### src/rtl/timer_pkg.sv
// Shared types and defaults for the programmable countdown / one-shot timer.
package timer_pkg;

    typedef enum logic [1:0] {
        IDLE = 2'd0,
        RUN  = 2'd1,
        DONE = 2'd2
    } timer_state_t;

    localparam int TIMER_WIDTH_DEFAULT = 32;

endpackage : timer_pkg

### src/rtl/countdown_timer_if.sv
// Control/status bundle of the countdown timer; master = CPU control path, slave = timer.
interface countdown_timer_if
    import timer_pkg::*;
#(
    parameter int WIDTH = TIMER_WIDTH_DEFAULT
) ();

    logic             enable;
    logic             load;
    logic [WIDTH-1:0] data;
    logic             ack;
    logic [WIDTH-1:0] out_data;
    logic             busy;
    logic             expired;
    logic             done_pulse;

    modport master (
        output enable, load, data, ack,
        input  out_data, busy, expired, done_pulse
    );

    modport slave (
        input  enable, load, data, ack,
        output out_data, busy, expired, done_pulse
    );

endinterface : countdown_timer_if

### src/rtl/countdown_timer.sv
// Loadable down-counter that flags expiry (or reloads periodically when AUTO_RELOAD_EN is defined).
// Latency: load visible after one edge; all outputs registered; no backpressure, load/ack are strobes.
module countdown_timer
    import timer_pkg::*;
#(
    parameter int WIDTH = TIMER_WIDTH_DEFAULT
) (
    input  logic              clk,
    input  logic              reset,
    countdown_timer_if.slave  tif
);

    localparam logic [WIDTH-1:0] CNT_ONE = {{(WIDTH-1){1'b0}}, 1'b1};

    timer_state_t     r_state;
    logic [WIDTH-1:0] r_cnt;
    logic             r_busy;
    logic             r_expired;
    logic             r_pulse;

    timer_state_t     w_state_nxt;
    logic [WIDTH-1:0] w_cnt_nxt;
    logic             w_pulse_nxt;

`ifdef AUTO_RELOAD_EN
    logic [WIDTH-1:0] r_reload;

    always_ff @(posedge clk or negedge reset) begin
        if (!reset) begin
            r_reload <= '0;
        end else if (tif.load) begin
            r_reload <= tif.data;
        end
    end
`endif

    always_ff @(posedge clk or negedge reset) begin
        if (!reset) begin
            r_state   <= IDLE;
            r_cnt     <= '0;
            r_busy    <= 1'b0;
            r_expired <= 1'b0;
            r_pulse   <= 1'b0;
        end else begin
            r_state   <= w_state_nxt;
            r_cnt     <= w_cnt_nxt;
            r_busy    <= (w_state_nxt == RUN);
            r_expired <= (w_state_nxt == DONE);
            r_pulse   <= w_pulse_nxt;
        end
    end

    always_comb begin
        w_state_nxt = r_state;
        w_cnt_nxt   = r_cnt;
        w_pulse_nxt = 1'b0;

        // A load always wins, whatever state we are in; a zero load expires at once.
        if (tif.load) begin
            if (tif.data != '0) begin
                w_cnt_nxt   = tif.data;
                w_state_nxt = RUN;
            end else begin
                w_cnt_nxt   = '0;
                w_state_nxt = DONE;
                w_pulse_nxt = 1'b1;
            end
        end else begin
            case (r_state)
                IDLE: begin
                    w_state_nxt = IDLE;
                end
                RUN: begin
                    if (tif.enable) begin
                        // Count saturates at zero rather than wrapping.
                        if (r_cnt <= CNT_ONE) begin
                            w_pulse_nxt = 1'b1;
`ifdef AUTO_RELOAD_EN
                            w_cnt_nxt   = r_reload;
                            w_state_nxt = RUN;
`else
                            w_cnt_nxt   = '0;
                            w_state_nxt = DONE;
`endif
                        end else begin
                            w_cnt_nxt = r_cnt - CNT_ONE;
                        end
                    end
                end
                DONE: begin
                    w_cnt_nxt = '0;
                    if (tif.ack) begin
                        w_state_nxt = IDLE;
                    end
                end
                default: begin
                    w_state_nxt = IDLE;
                    w_cnt_nxt   = '0;
                end
            endcase
        end
    end

    assign tif.out_data   = r_cnt;
    assign tif.busy       = r_busy;
    assign tif.expired    = r_expired;
    assign tif.done_pulse = r_pulse;

endmodule : countdown_timer

### src/flat_wrapper.sv
// flat-port wrapper written by rule: the top's interface ports become plain ports
module countdown_timer_flat import timer_pkg::*;
#(
    parameter int WIDTH = TIMER_WIDTH_DEFAULT
)
  (clk, reset, tif_enable, tif_load, tif_data, tif_ack, tif_out_data, tif_busy, tif_expired, tif_done_pulse);
  countdown_timer_if #(.WIDTH(WIDTH)) tif_i ();
  input  logic clk;
  input  logic reset;
  input wire logic [$bits(tif_i.enable)-1:0] tif_enable;
  input wire logic [$bits(tif_i.load)-1:0] tif_load;
  input wire logic [$bits(tif_i.data)-1:0] tif_data;
  input wire logic [$bits(tif_i.ack)-1:0] tif_ack;
  output wire logic [$bits(tif_i.out_data)-1:0] tif_out_data;
  output wire logic [$bits(tif_i.busy)-1:0] tif_busy;
  output wire logic [$bits(tif_i.expired)-1:0] tif_expired;
  output wire logic [$bits(tif_i.done_pulse)-1:0] tif_done_pulse;
  assign tif_i.enable = tif_enable;
  assign tif_i.load = tif_load;
  assign tif_i.data = tif_data;
  assign tif_i.ack = tif_ack;
  assign tif_out_data = tif_i.out_data;
  assign tif_busy = tif_i.busy;
  assign tif_expired = tif_i.expired;
  assign tif_done_pulse = tif_i.done_pulse;
  countdown_timer #(.WIDTH(WIDTH)) u_core (.clk(clk), .reset(reset), .tif(tif_i));
endmodule
### config.mk
export PLATFORM = sky130hd
export DESIGN_NAME = countdown_timer_flat
export DESIGN_NICKNAME = d
export VERILOG_FILES = /design/src/rtl/timer_pkg.sv /design/src/rtl/countdown_timer_if.sv /design/src/rtl/countdown_timer.sv /design/src/flat_wrapper.sv
export SDC_FILE = /design/constraint.sdc
export NUM_CORES = 1
export LEC_CHECK = 0
export CAP_MARGIN = 20
export CORE_ASPECT_RATIO = 0.6
export CORE_MARGIN = 2
export CORE_UTILIZATION = 30
export DETAILED_ROUTE_END_ITERATION = 12
export DONT_BUFFER_PORTS = 1
export GPL_TIMING_DRIVEN = 1
export PLACE_DENSITY = 0.56
export SLEW_MARGIN = 0
export SYNTH_ARGS = -nofsm -noshare
export SYNTH_HDL_FRONTEND = slang
export SYNTH_SLANG_ARGS = --single-unit
### constraint.sdc
create_clock -name clk -period 2.2 [get_ports clk]
set_input_delay 0.44 -clock clk [delete_from_list [all_inputs] [get_ports clk]]
set_output_delay 0.44 -clock clk [all_outputs]
set_load 0.005 [all_outputs]
# Yosys cells after proc, flatten, opt, wreduce, memory -nomap -nowiden
# Index checks and enable logic that the tools add are counted.
# word_totals
reg_bits	37
input_bits	37
word_cells	32
# op_classes
add_sub_neg	1
order_cmp	1
n_eq_ne	6
n_mux	16
n_reduce_logical	3
# ops
op	n
$mux W32	4
$pmux W32 S2	1
$le A32 B1 Y1 const B	1
$reduce_bool A32 Y1	1
$sub A32 B1 Y32 const B	1
$mux W2	5
$mux W1	5
$eq A2 B1 Y1 const B	2
$eq A2 B2 Y1 const B	2
$pmux W2 S2	1
$ne A3 B3 Y1 const B	1
$logic_not A2 Y1	1
$ne A2 B2 Y1 const B	1
$reduce_and A2 Y1	1

# Depth between registers and ports, before layout
# depth
depth_word	6
depth_mapped	9

# Least setup slack after synthesis
# No wires, ideal clock.
# synth_path
path_type	register to register
start	register u_core.r_cnt[23], in the netlist u_core.tif.out_data[23]
end	register u_core.r_cnt[17], in the netlist u_core.tif.out_data[17]
setup_time_ns	0.141
t_arrival_ns	1.978
required_time_ns	2.059
path_slack_ns	0.082
path_stages_with_launch	9
path_buffers	3
synth_period_minus_slack_ns	2.118
path_cell_list	dfrtp_1 buf_2 or3_1 buf_2 nor4_4 nand4_4 a21oi_4 buf_6 o221ai_1
# synth_between
elab_chain_len	5
# synth_lines
item	line	rtl
from (decl)	countdown_timer.sv:16	logic [WIDTH-1:0] r_cnt;
from (signal assigned)	countdown_timer.sv:46	r_cnt <= w_cnt_nxt;
$le A32 B1 Y1	countdown_timer.sv:76	if (r_cnt <= CNT_ONE) begin
$mux W32	countdown_timer.sv:76	
$mux W32	countdown_timer.sv:74	if (tif.enable) begin
$pmux W32 S2	countdown_timer.sv:69	case (r_state)
$mux W32	countdown_timer.sv:59	if (tif.load) begin
# No other way between the ends. The select of a mux whose other input is x is not followed.
# A chain may end at the register's enable or synchronous reset.

# Worst setup path in the final report
# layout_path
start	register u_core.r_cnt[2], in the netlist u_core.tif.out_data[2]
end	register u_core.r_expired, in the netlist u_core.tif.expired
# layout_between
elab_chain_len	6
# layout_lines
item	line	rtl
$le A32 B1 Y1	countdown_timer.sv:76	
$mux W2	countdown_timer.sv:76	
$mux W2	countdown_timer.sv:74	
$pmux W2 S2	countdown_timer.sv:69	
$mux W2	countdown_timer.sv:59	
$eq A2 B2 Y1	countdown_timer.sv:48	r_expired <= (w_state_nxt == DONE);
to (signal assigned)	countdown_timer.sv:48	
to (decl)	countdown_timer.sv:18	logic r_expired;
# No other way between the ends.

==> metrics <==
DR pass1 iterations 5; RSZ-0062 raised after global routing true; pwr/cell area 640.7 nW/µm²; Clock transition at path regs 0.06 ns; GP Congestion 0.8837; vias in the first global route 2595; Num CTS Buffers 5; Filler Cell Count 795; Die H 74.64 µm; Max Fclk 469.7 MHz; CP required 2.42 ns; Layout Nets 381; Synth top area share 0.3711; Total Routing Usage GR 0.2211; average wire per standard cell 21.77 µm; max-cap violation count 0; Ports 72; Final Non-Filler Cells 448; Slowest-stage cell, CP or4_4; Final ANT Viol Nets 0; min Tclk post-route 2.129 ns; overall power 0.002124 W; Post-synth ARST share 1.000; Synth area leader dfrtp_1; vias after detailed routing 2717; period utilisation layout 0.9677; final setup fails 0; YS warnings 0; commonest non-fill, non-tap cells in the layout 52 x buf_4, 35 x dfrtp_1, 31 x nand2_1; status finished with violations; Clock Latency Late Sink 0.28 ns; worst path cell trace or4_4 > nor4_4 > nand4_4 > buf_6 > o211ai_1 > o211a_1; design area 3316 µm²; relative slew slack 0.6591; Cell Area, Synth 2495 µm²; most common cell after layout, fill and taps aside buf_4; Avg Cell Area, Syn 8.693 µm²; die area 9086 µm²; Data arrival, critical path 2.35 ns; Syn Inst Count 287; sequential area share after synthesis 0.3711; final setup TNS 0 ns; Startpoint Class flip-flop; Rows 25; area grow syn2layout 32.90%; Final Hold Viols 7; final setup skew 0.003456 ns; critical path endpoint category flip-flop; Leak 1.292 nW; clock root cell clkbuf_16; via/cell ratio 6.065; first-pass GRT wire length 15.09 mm; DRC 0; Die X 121.7 µm; CTS tree done; smallest hold slack -0.005191 ns; Netlist cell types 51; Post-synth EDFFs 0; crit-path max cell delay 0.55 ns; flops & latches, synth 37; Total Wirelength 9.754 mm; GRT overflow 0; dpl cell area 3019 µm²; initial antenna violation count 0; layout cell share with drive strength beyond 1 0.2794; Worst Hold Class primary input to asynchronous set/reset pin; clock sinks 37; failing checks negative hold slack; H-tree depth 2; Max IR drop VDD 0.2851 mV; initial core utilization 0.3128; # port buffers 0; post-detail-place hpwl 7.362 mm; ranking of synthesized cells by area dfrtp_1 37%, nor4_1 4.8%, nand2_1 4.7%; Worst-Margin Slew 0.5067 ns; worst setup margin 0.07110 ns; Top FF cell, synth dfrtp_1; ANT cells 0; drt first-iter violations 295; CP Max Fanout 4; Crit Path Category flip-flop to flip-flop; Slew Limit Fails 0; Longest Clk Path Bufs 2; area of the core 7976 µm²; DP Worst Slack 0.01041 ns; Placed Instances 435; Syn Nets 329; largest net degree at the start of global routing 38
layer usage:
layer | part of all wire | GRT usage | vias up
met2 | 0.39 | 0.2815 | 167
met4 | 0.0056 | 0.04981 | 0
met3 | 0.15 | 0.08864 | 5
met5 | 0 | 0 | -
met1 | 0.46 | 0.3404 | 1303
li1 | - | - | 1242
sequential cells by signal, summed over array words and instances, names as in the netlist:
signal,cells
u_core.tif.done_pulse,1
u_core.r_state,2
u_core.tif.expired,1
u_core.tif.out_data,32
u_core.tif.busy,1
report_power, final:
part,internal (W),switching (W)
Combinational,0.000259,0.000335
Clock,0.000422,0.000277
Sequential,0.000754,0.0000783
worst paths after layout:
| check | from | slack (ns) | end | cells after the start |
|---|---|---|---|---|
| max | u_core.tif.out_data[2]$_DFFE_PN0P_ | 0.07 | u_core.tif.expired$_DFF_PN0_ | 6 |
| min | reset | -0.005 | u_core.tif.out_data[6]$_DFFE_PN0P_ | 1 |
| max reg2reg | u_core.tif.out_data[2]$_DFFE_PN0P_ | 0.07 | u_core.tif.expired$_DFF_PN0_ | 6 |
| min reg2reg | u_core.tif.out_data[0]$_DFFE_PN0P_ | 0.62 | u_core.tif.out_data[0]$_DFFE_PN0P_ | 2 |
| max in group asynchronous | reset | 1.98 | u_core.tif.out_data[5]$_DFFE_PN0P_ | 1 |
| min in group clk | tif_data[5] | 0.27 | u_core.tif.out_data[5]$_DFFE_PN0P_ | 2 |
through the flow:
step	util	hold slack, ns
detailed placement	0.3785	0.1457
CTS	0.3987	0.003623
floorplan	-	0.1444
global placement	0.3785	0.1456
finish	0.4157	-0.005191
global route	0.4157	0.006874
what timing repair did:
action,4_1_cts,5_1_grt
endpoints found under the hold margin,37,0
endpoints found under the setup margin,2,23
gates cloned,0,1
hold buffers,1,0
resized for setup,2,23
pin swaps,0,7
buffers inserted,0,3
critical path: cells and delay by family (launching register included):
family / cells / cell delay [ns]
and+or+nand+nor: 3 / 1.06
buffers and inverters: 1 / 0.17
DFF: 1 / 0.38
AOI/OAI and AO/OA: 2 / 0.46
synthesized netlist by cell type, drive strengths merged, types with 6 or more instances:
master   n
a22oi    9
nor4    21
dfrtp   37
a21oi    6
inv     10
clkbuf   9
nor2    12
a32oi    8
nand4   13
o21ai   21
o211ai   8
nand3   11
nor3    15
buf      7
nand2   31
o31ai    8
or4      7
area by class of cell:
type | instances | area, µm² | area share
timing repair buffer | 61 | 540.5 | 0.1630
clock buffer | 8 | 136.4 | 0.04113
multi-input combinational | 224 | 1538 | 0.4638
tap | 108 | 135.1 | 0.04075
sequential | 37 | 928.4 | 0.2800
inverter | 10 | 37.54 | 0.01132
cells by family (layout without fill, tap and decap cells):
logic type / after synthesis / count (layout) / synth area share
compound gates: 85 / 85 / 0.2447
xor+xnor: 1 / 1 / 0.003511
fa+ha+maj: 5 / 5 / 0.02508
buf+inv: 26 / 79 / 0.04363
flops: 37 / 37 / 0.3711
mux: 1 / 1 / 0.004012
simple gates: 132 / 132 / 0.3079
Power figures use the tool's default switching activity.
